### config.mk
export PLATFORM = sky130hd
export DESIGN_NAME = n_bit_adder_reg_flat
export DESIGN_NICKNAME = d
export VERILOG_FILES = /design/src/rtl/n_bit_adder_reg_if.sv /design/src/rtl/n_bit_adder_reg.sv /design/src/flat_wrapper.sv
export SDC_FILE = /design/constraint.sdc
export NUM_CORES = 1
export LEC_CHECK = 0
export ABC_AREA = 1
export BUFFER_PORTS_ARGS = -buffer_cell sky130_fd_sc_hd__buf_2
export CAP_MARGIN = 20
export CORE_ASPECT_RATIO = 1.25
export CORE_MARGIN = 2
export CORE_UTILIZATION = 33
export DETAILED_ROUTE_END_ITERATION = 10
export PLACE_DENSITY = 0.67
export SYNTH_ARGS = -nofsm -noshare
export SYNTH_HDL_FRONTEND = slang
export SYNTH_SLANG_ARGS = --single-unit
### constraint.sdc
create_clock -name clk -period 4.8 [get_ports clk]
set_input_delay 0.48 -clock clk [delete_from_list [all_inputs] [get_ports clk]]
set_output_delay 0.48 -clock clk [all_outputs]
set_load 0.01 [all_outputs]
### src/rtl/n_bit_adder_reg_if.sv
// -----------------------------------------------------------------------------
// n_bit_adder_reg_if
//   Operand/result bundle for the registered N-bit adder.
//
//   Signals:
//     A, B      [N-1:0]  unsigned operands
//     C_In               carry-in, added at bit 0
//     in_valid           qualifies A/B/C_In in the current cycle
//     Out       [N:0]    registered sum, Out[N] is the carry-out
//     out_valid          one-cycle pulse per accepted input, aligned with Out
//
//   Modports:
//     master  - producer of operands, consumer of results (e.g. a testbench)
//     slave   - the adder itself
// -----------------------------------------------------------------------------
interface n_bit_adder_reg_if #(
  parameter int N = 8
);
  logic [N-1:0] A;
  logic [N-1:0] B;
  logic         C_In;
  logic         in_valid;
  logic [N:0]   Out;
  logic         out_valid;

  modport master (
    output A, B, C_In, in_valid,
    input  Out, out_valid
  );

  modport slave (
    input  A, B, C_In, in_valid,
    output Out, out_valid
  );
endinterface

### src/rtl/n_bit_adder_reg.sv
// -----------------------------------------------------------------------------
// n_bit_adder_reg
//   N-bit unsigned ripple-carry adder with carry-in and a registered (N+1)-bit
//   sum, so the carry-out is never lost: Out = A + B + C_In.
//
//   Ports:
//     clk  - system clock, all state updates on the rising edge
//     rst  - synchronous, active-high reset (clears Out and out_valid)
//     bus  - n_bit_adder_reg_if.slave: A, B, C_In, in_valid in; Out, out_valid out
//
//   Build option:
//     ADDER_PIPE_SPLIT_EN undefined : single register stage, latency 1.
//     ADDER_PIPE_SPLIT_EN defined   : two stages split at L = N/2, latency 2.
//       Stage 1 adds the low L bits with C_In and captures the carry c_L and
//       the upper operand halves; stage 2 finishes the upper bits.
//   Both builds give one result per cycle and identical arithmetic. Out holds
//   its value whenever no result is delivered.
// -----------------------------------------------------------------------------
module n_bit_adder_reg #(
  parameter int N = 8
) (
  input logic               clk,
  input logic               rst,
  n_bit_adder_reg_if.slave  bus
);

  localparam int L = N / 2;

  // Operands actually seen by the carry chain. In the split build the upper
  // half comes from the stage-1 registers, the lower half straight from bus.
  logic [N-1:0] op_a;
  logic [N-1:0] op_b;
  logic [N-1:0] s;
  logic [N:0]   c;
  logic         hi_cin;   // carry entering cell L

  logic [N:0]   out_d, out_q;
  logic         vld_d, vld_q;

  // ---------------------------------------------------------------------------
  // Structural ripple-carry chain of 1-bit full-adder cells.
  // Cell L takes hi_cin instead of c[L]: in the single-stage build the two are
  // the same wire, in the split build hi_cin is the registered c_L.
  // ---------------------------------------------------------------------------
  assign c[0] = bus.C_In;

  for (genvar i = 0; i < N; i++) begin : g_cell
    logic cin;
    if (i == L) begin : g_split
      assign cin = hi_cin;
    end else begin : g_chain
      assign cin = c[i];
    end
    assign s[i]   = op_a[i] ^ op_b[i] ^ cin;
    assign c[i+1] = (op_a[i] & op_b[i]) | (cin & (op_a[i] ^ op_b[i]));
  end

`ifdef ADDER_PIPE_SPLIT_EN
  // ---------------------------------------------------------------------------
  // Stage 1: low sum, carry c_L, upper operand halves, valid.
  // ---------------------------------------------------------------------------
  logic [L-1:0]   lo_d, lo_q;
  logic           cl_d, cl_q;
  logic [N-L-1:0] a_hi_d, a_hi_q;
  logic [N-L-1:0] b_hi_d, b_hi_q;
  logic           v1_d, v1_q;

  assign op_a   = {a_hi_q, bus.A[L-1:0]};
  assign op_b   = {b_hi_q, bus.B[L-1:0]};
  assign hi_cin = cl_q;

  // NOTE: every output of an always_comb gets a default first (here: hold the
  // current value) so no path leaves it unassigned and no latch is inferred.
  always_comb begin
    v1_d   = bus.in_valid;
    lo_d   = lo_q;
    cl_d   = cl_q;
    a_hi_d = a_hi_q;
    b_hi_d = b_hi_q;
    if (bus.in_valid) begin
      lo_d   = s[L-1:0];
      cl_d   = c[L];
      a_hi_d = bus.A[N-1:L];
      b_hi_d = bus.B[N-1:L];
    end
  end

  always_ff @(posedge clk) begin
    if (rst) v1_q <= 1'b0;
    else     v1_q <= v1_d;
  end

  // NOTE: stage-1 data registers carry no reset; they are only ever consumed
  // when v1_q is set, and v1_q is cleared by reset.
  always_ff @(posedge clk) begin
    lo_q   <= lo_d;
    cl_q   <= cl_d;
    a_hi_q <= a_hi_d;
    b_hi_q <= b_hi_d;
  end

  // Stage 2: finish the upper bits and assemble the full result.
  always_comb begin
    vld_d = v1_q;
    out_d = out_q;
    if (v1_q) out_d = {c[N], s[N-1:L], lo_q};
  end
`else
  // ---------------------------------------------------------------------------
  // Single stage: whole chain is combinational from the inputs.
  // ---------------------------------------------------------------------------
  assign op_a   = bus.A;
  assign op_b   = bus.B;
  assign hi_cin = c[L];

  always_comb begin
    vld_d = bus.in_valid;
    out_d = out_q;
    if (bus.in_valid) out_d = {c[N], s};
  end
`endif

  // ---------------------------------------------------------------------------
  // Output register; reset wins over any valid input or in-flight result.
  // ---------------------------------------------------------------------------
  // NOTE: state is updated with non-blocking assignments so every register
  // samples the pre-edge values, independent of process ordering.
  always_ff @(posedge clk) begin
    if (rst) begin
      out_q <= '0;
      vld_q <= 1'b0;
    end else begin
      out_q <= out_d;
      vld_q <= vld_d;
    end
  end

  assign bus.Out       = out_q;
  assign bus.out_valid = vld_q;

endmodule

### src/flat_wrapper.sv
// flat-port wrapper written by rule: the top's interface ports become plain ports
module n_bit_adder_reg_flat 
#(
  parameter int N = 8
)
  (clk, rst, bus_A, bus_B, bus_C_In, bus_in_valid, bus_Out, bus_out_valid);
  n_bit_adder_reg_if #(.N(N)) bus_i ();
  input logic clk;
  input logic rst;
  input wire logic [$bits(bus_i.A)-1:0] bus_A;
  input wire logic [$bits(bus_i.B)-1:0] bus_B;
  input wire logic [$bits(bus_i.C_In)-1:0] bus_C_In;
  input wire logic [$bits(bus_i.in_valid)-1:0] bus_in_valid;
  output wire logic [$bits(bus_i.Out)-1:0] bus_Out;
  output wire logic [$bits(bus_i.out_valid)-1:0] bus_out_valid;
  assign bus_i.A = bus_A;
  assign bus_i.B = bus_B;
  assign bus_i.C_In = bus_C_In;
  assign bus_i.in_valid = bus_in_valid;
  assign bus_Out = bus_i.Out;
  assign bus_out_valid = bus_i.out_valid;
  n_bit_adder_reg #(.N(N)) u_core (.clk(clk), .rst(rst), .bus(bus_i));
endmodule
# Word-level counts from Yosys, hierarchy flattened
# Index checks and enable logic that the tools add are counted.
# totals
ff_bits	10
wordCells	42
# op_classes
n_bitwise	40
# op_table
operator	n
1-bit bitwise AND	16
1-bit XOR	16
1-bit OR	8

# Longest topological paths before layout
# logic_depth
depth_word	17
ltp_mapped	14
mapped_depth_nobuf	14

# Worst setup path before layout
# OpenSTA, ideal clock, no wires.
# synth_timing
path_kind	input to register
from	in bus_C_In
to	reg u_core.out_q[7] (netlist: u_core.bus.Out[7])
t_arrival_ns	3.626
required_ns	4.736
cell_stages	14
slack_ns	1.110
setup_ns	0.064
path_cell_list	fa_1 -> inv_1 -> fa_1 -> inv_1 -> fa_1 -> fa_1 -> fa_1 -> fa_1 -> fa_1 -> inv_1 -> fa_1 -> nand2_1 -> inv_1 -> nor2_1
# synth_via
elab_chain_cells	15
# synth_rtl
element	line	text
from (decl)	flat_wrapper.sv:12	input wire logic [$bits(bus_i.C_In)-1:0] bus_C_In;
1-bit bitwise AND	n_bit_adder_reg.sv:55	assign c[i+1] = (op_a[i] & op_b[i]) | (cin & (op_a[i] ^ op_b[i]));
1-bit OR	n_bit_adder_reg.sv:55	
1-bit bitwise AND	n_bit_adder_reg.sv:55	
1-bit OR	n_bit_adder_reg.sv:55	
1-bit bitwise AND	n_bit_adder_reg.sv:55	
1-bit OR	n_bit_adder_reg.sv:55	
1-bit bitwise AND	n_bit_adder_reg.sv:55	
1-bit OR	n_bit_adder_reg.sv:55	
1-bit bitwise AND	n_bit_adder_reg.sv:55	
1-bit OR	n_bit_adder_reg.sv:55	
1-bit bitwise AND	n_bit_adder_reg.sv:55	
1-bit OR	n_bit_adder_reg.sv:55	
1-bit bitwise AND	n_bit_adder_reg.sv:55	
1-bit OR	n_bit_adder_reg.sv:55	
1-bit XOR	n_bit_adder_reg.sv:54	assign s[i] = op_a[i] ^ op_b[i] ^ cin;
to (signal assigned)	n_bit_adder_reg.sv:133	out_q <= out_d;
to (decl)	n_bit_adder_reg.sv:37	logic [N:0] out_d, out_q;
# Every way passes these cells.
# A chain may end at the register's enable or synchronous reset.

# Final worst setup path
# Ends and elaborated chain as after synthesis.

==> summary.md <==
| Metric | Value |
|---|---|
| Tmin final | `roughly 3700 ps` |
| # DRC | `0` |
| H-tree levels | `1` |
| Placed instance count | `around 110` |
| Cell Chain, Critical Path | `buf_2, fa_1, inv_1, fa_1, inv_1, fa_1, fa_1, fa_1, fa_1, fa_1, inv_1, fa_1, nand2_1, inv_1, nor2_1` |
| RSZ-0062 raised after global routing | `no` |
| Cell taking the most area after synthesis | `dfxtp_1` |
| DR WL/cell | `between 9 and 10 um` |
| CP max stage delay | `410 ps` |
| Non-Filler Instances | `approximately 110` |
| Power density over the cells | `roughly 300 nW/um2` |
| Metal-1 WL | `approximately 410 um` |
| DR pass1 iterations | `3` |
| Worst endpoint required time | `between 5000 and 6000 ps` |
| CTS tree | `done` |
| Share of the synthesized area in the top cell type | `0.371` |
| Worst setup margin | `1130 ps` |
| Antenna viol nets, final | `0` |
| Top layer in use | `met4` |
| Clk_skew | `0 ps` |
| Routability-driven placement congestion ratio | `~0.7` |
| Met2 wire length | `539 um` |
| Hold Path Class | `in2reg` |
| CTS Buf Count | `3` |
| Post-CTS sizing | `0` |
| Vias | `about 460` |
| Routed WL | `1030 um` |
| Yosys warning total | `0` |
| Status | `complete, no violations` |
| Critical path's top delay family | `adder cells` |
| Worst-Margin Slew | `224 ps` |
| First-pass GRT wire length | `around 1700 um` |
| Final HPWL DP | `about 850 um` |
| Initial drt markers | `8` |
| Top-count cell post-synth | `nor2_1` |
| Antenna violations before repair | `0` |
| Core Box Area | `1540 um2` |
| Die W | `approximately 40 um` |
| Slowest stage cell, crit path | `fa_1` |
| Max VDD drop | `between 0.0001 and 0.00015 V` |
| Unique cell type count in the Yosys netlist | `10` |
| Die span in y | `about 50 um` |
| Reg clk slew, reported paths | `roughly 70 ps` |
| Slew headroom | `0.850` |
| Starting Density | `0.350` |
| Reg-to-Reg Start | `u_core.bus.Out[2]$_SDFFE_PP0P_` |
| Synth async-reset ratio | `0` |
| Register area share after synthesis | `0.371` |
| Synth area leaders | `dfxtp_1 37%, fa_1 30%, nor2_1 13%, inv_1 6.3%, o21ai_1 3.7%` |
| Fmax | `roughly 270 MHz` |
| Avg Vias per Cell | `between 4 and 5` |
| Clk_lat worst skew | `270 ps` |
| Nets@finish | `120` |
| Fill count | `roughly 160` |
| Vias in the first global route | `approximately 440` |
| Crit path from | `bus_C_In` |
| CP max FO | `1` |
| WL met3 | `about 63 um` |
| CTS max path bufs | `2` |
| IO Pins | `30` |
| Post-Syn Nets | `between 80 and 90` |
| Startpoint class of the critical path | `input port` |
| FP Rows | `16` |
| Mapped Avg Cell Area | `slightly above 9 um2` |
| Maxcap violations | `0` |
| Slew Limit Fails | `0` |
| Cell Area, Synth | `roughly 540 um2` |
| Multi-input gate area | `between 200 and 300 um2` |
| Global-route congestion overflow total | `0` |
| Hold Fails Final Rpt | `0` |
| Period utilization | `0.765` |
| Flop and latch count out of synthesis | `10` |
| Postcts setup bufs | `0` |
| Largest net degree at the start of global routing | `14` |
| Die area | `1980 um2` |
| Clock Sinks | `10` |
| Root Buffer | `clkbuf_4` |
| Lkg Pwr | `around 0.0004 uW` |
| Mapped Cells | `59` |
| Design Power | `between 200 and 250 uW` |
| Hold Startpoint | `rst` |
| Cts hold-fix bufs | `0` |
| Gr usage total | `0.125` |
| Final antenna diode count | `0` |
| TNS Setup | `0 ps` |
| Final setup fails | `0` |
| Final core utilization | `0.475` |
| Endpoint class of the critical path | `flip-flop` |
| Register Area | `roughly 200 um2` |
| Area grow syn2layout | `35.7%` |
| Critical path type | `in2reg` |
| Crit-path most repeated cell | `fa_1` |
| Layout cells sized above 1 | `0.385` |
| Dominant synthesized flop cell | `dfxtp_1` |
| WP data arrival | `a little under 4000 ps` |
| EDFF count, synth | `0` |
| Top post-synthesis cells by count | `18 x nor2_1, 10 x dfxtp_1, 9 x inv_1` |
| Place WS | `828 ps` |
| Buffers & Inverters on Critical Path | `5` |
| Port bufs | `29` |
## where the power goes
| group | leakage (uW) | switching, uW | internal [uW] | total (uW) |
|---|---|---|---|---|
| Sequential | 0.0000832 | 3.38 | 90.7 | 94.0 |
| Combinational | 0.000297 | 26.9 | 23.4 | 50.3 |
| Clock | 0.0000210 | 30.7 | 46.1 | 76.8 |
| Total | 0.000401 | 60.9 | 160 | 221 |
## metal layers
layer,up-vias,global-route usage
li1,238,-
met1,202,0.143
met2,16,0.202
met3,3,0.0137
met4,0,0.0862
met5,-,0
## final timing paths
kind                                      to  slack [ps]  cells after the start
max           u_core.bus.Out[7]$_SDFFE_PP0P_        1130                     15
min          u_core.bus.out_valid$_SDFF_PP0_         420                      2
max reg2reg   u_core.bus.Out[2]$_SDFFE_PP0P_        4190                      2
min reg2reg   u_core.bus.Out[1]$_SDFFE_PP0P_         470                      2
## kinds of logic (layout without fill, tap and decap cells)
kind of cell / Yosys count / count (layout) / share of synthesized area
AND/OR/NAND/NOR: 23 / 23 / 0.160
buffers and inverters: 11 / 43 / 0.0998
flip-flops: 10 / 10 / 0.371
adder cells (fa/ha/maj): 8 / 8 / 0.297
AO/OA/AOI/OAI: 7 / 7 / 0.0719
## layout by cell type (no fill, tap or decap), drive strengths merged
cell / instances
clkinv: 1
buf: 29
nand2: 5
fa: 8
o21ai: 7
clkbuf: 4
dfxtp: 10
inv: 9
nor2: 18
## state kept, by name (all words and copies together) (netlist names)
| name | cells |
|---|---|
| u_core.bus.out_valid | 1 |
| u_core.bus.Out | 9 |
## per-stage QoR
step           hold slack [ps]  cell area (um2)
2_1_floorplan              492              539
3_3_place_gp               459              696
3_5_place_dp               464              696
4_1_cts                    425              732
5_1_grt                    419              732
6_report                   420              732
## cell type report
cell class | count | area share
clock buffers | 4 | 0.0496
inverters | 10 | 0.0581
well taps | 18 | 0.0308
repair buffers | 29 | 0.198
flip-flops and latches | 10 | 0.274
multi-input cells | 38 | 0.390
No activity file was read; power rests on OpenSTA's default activity.
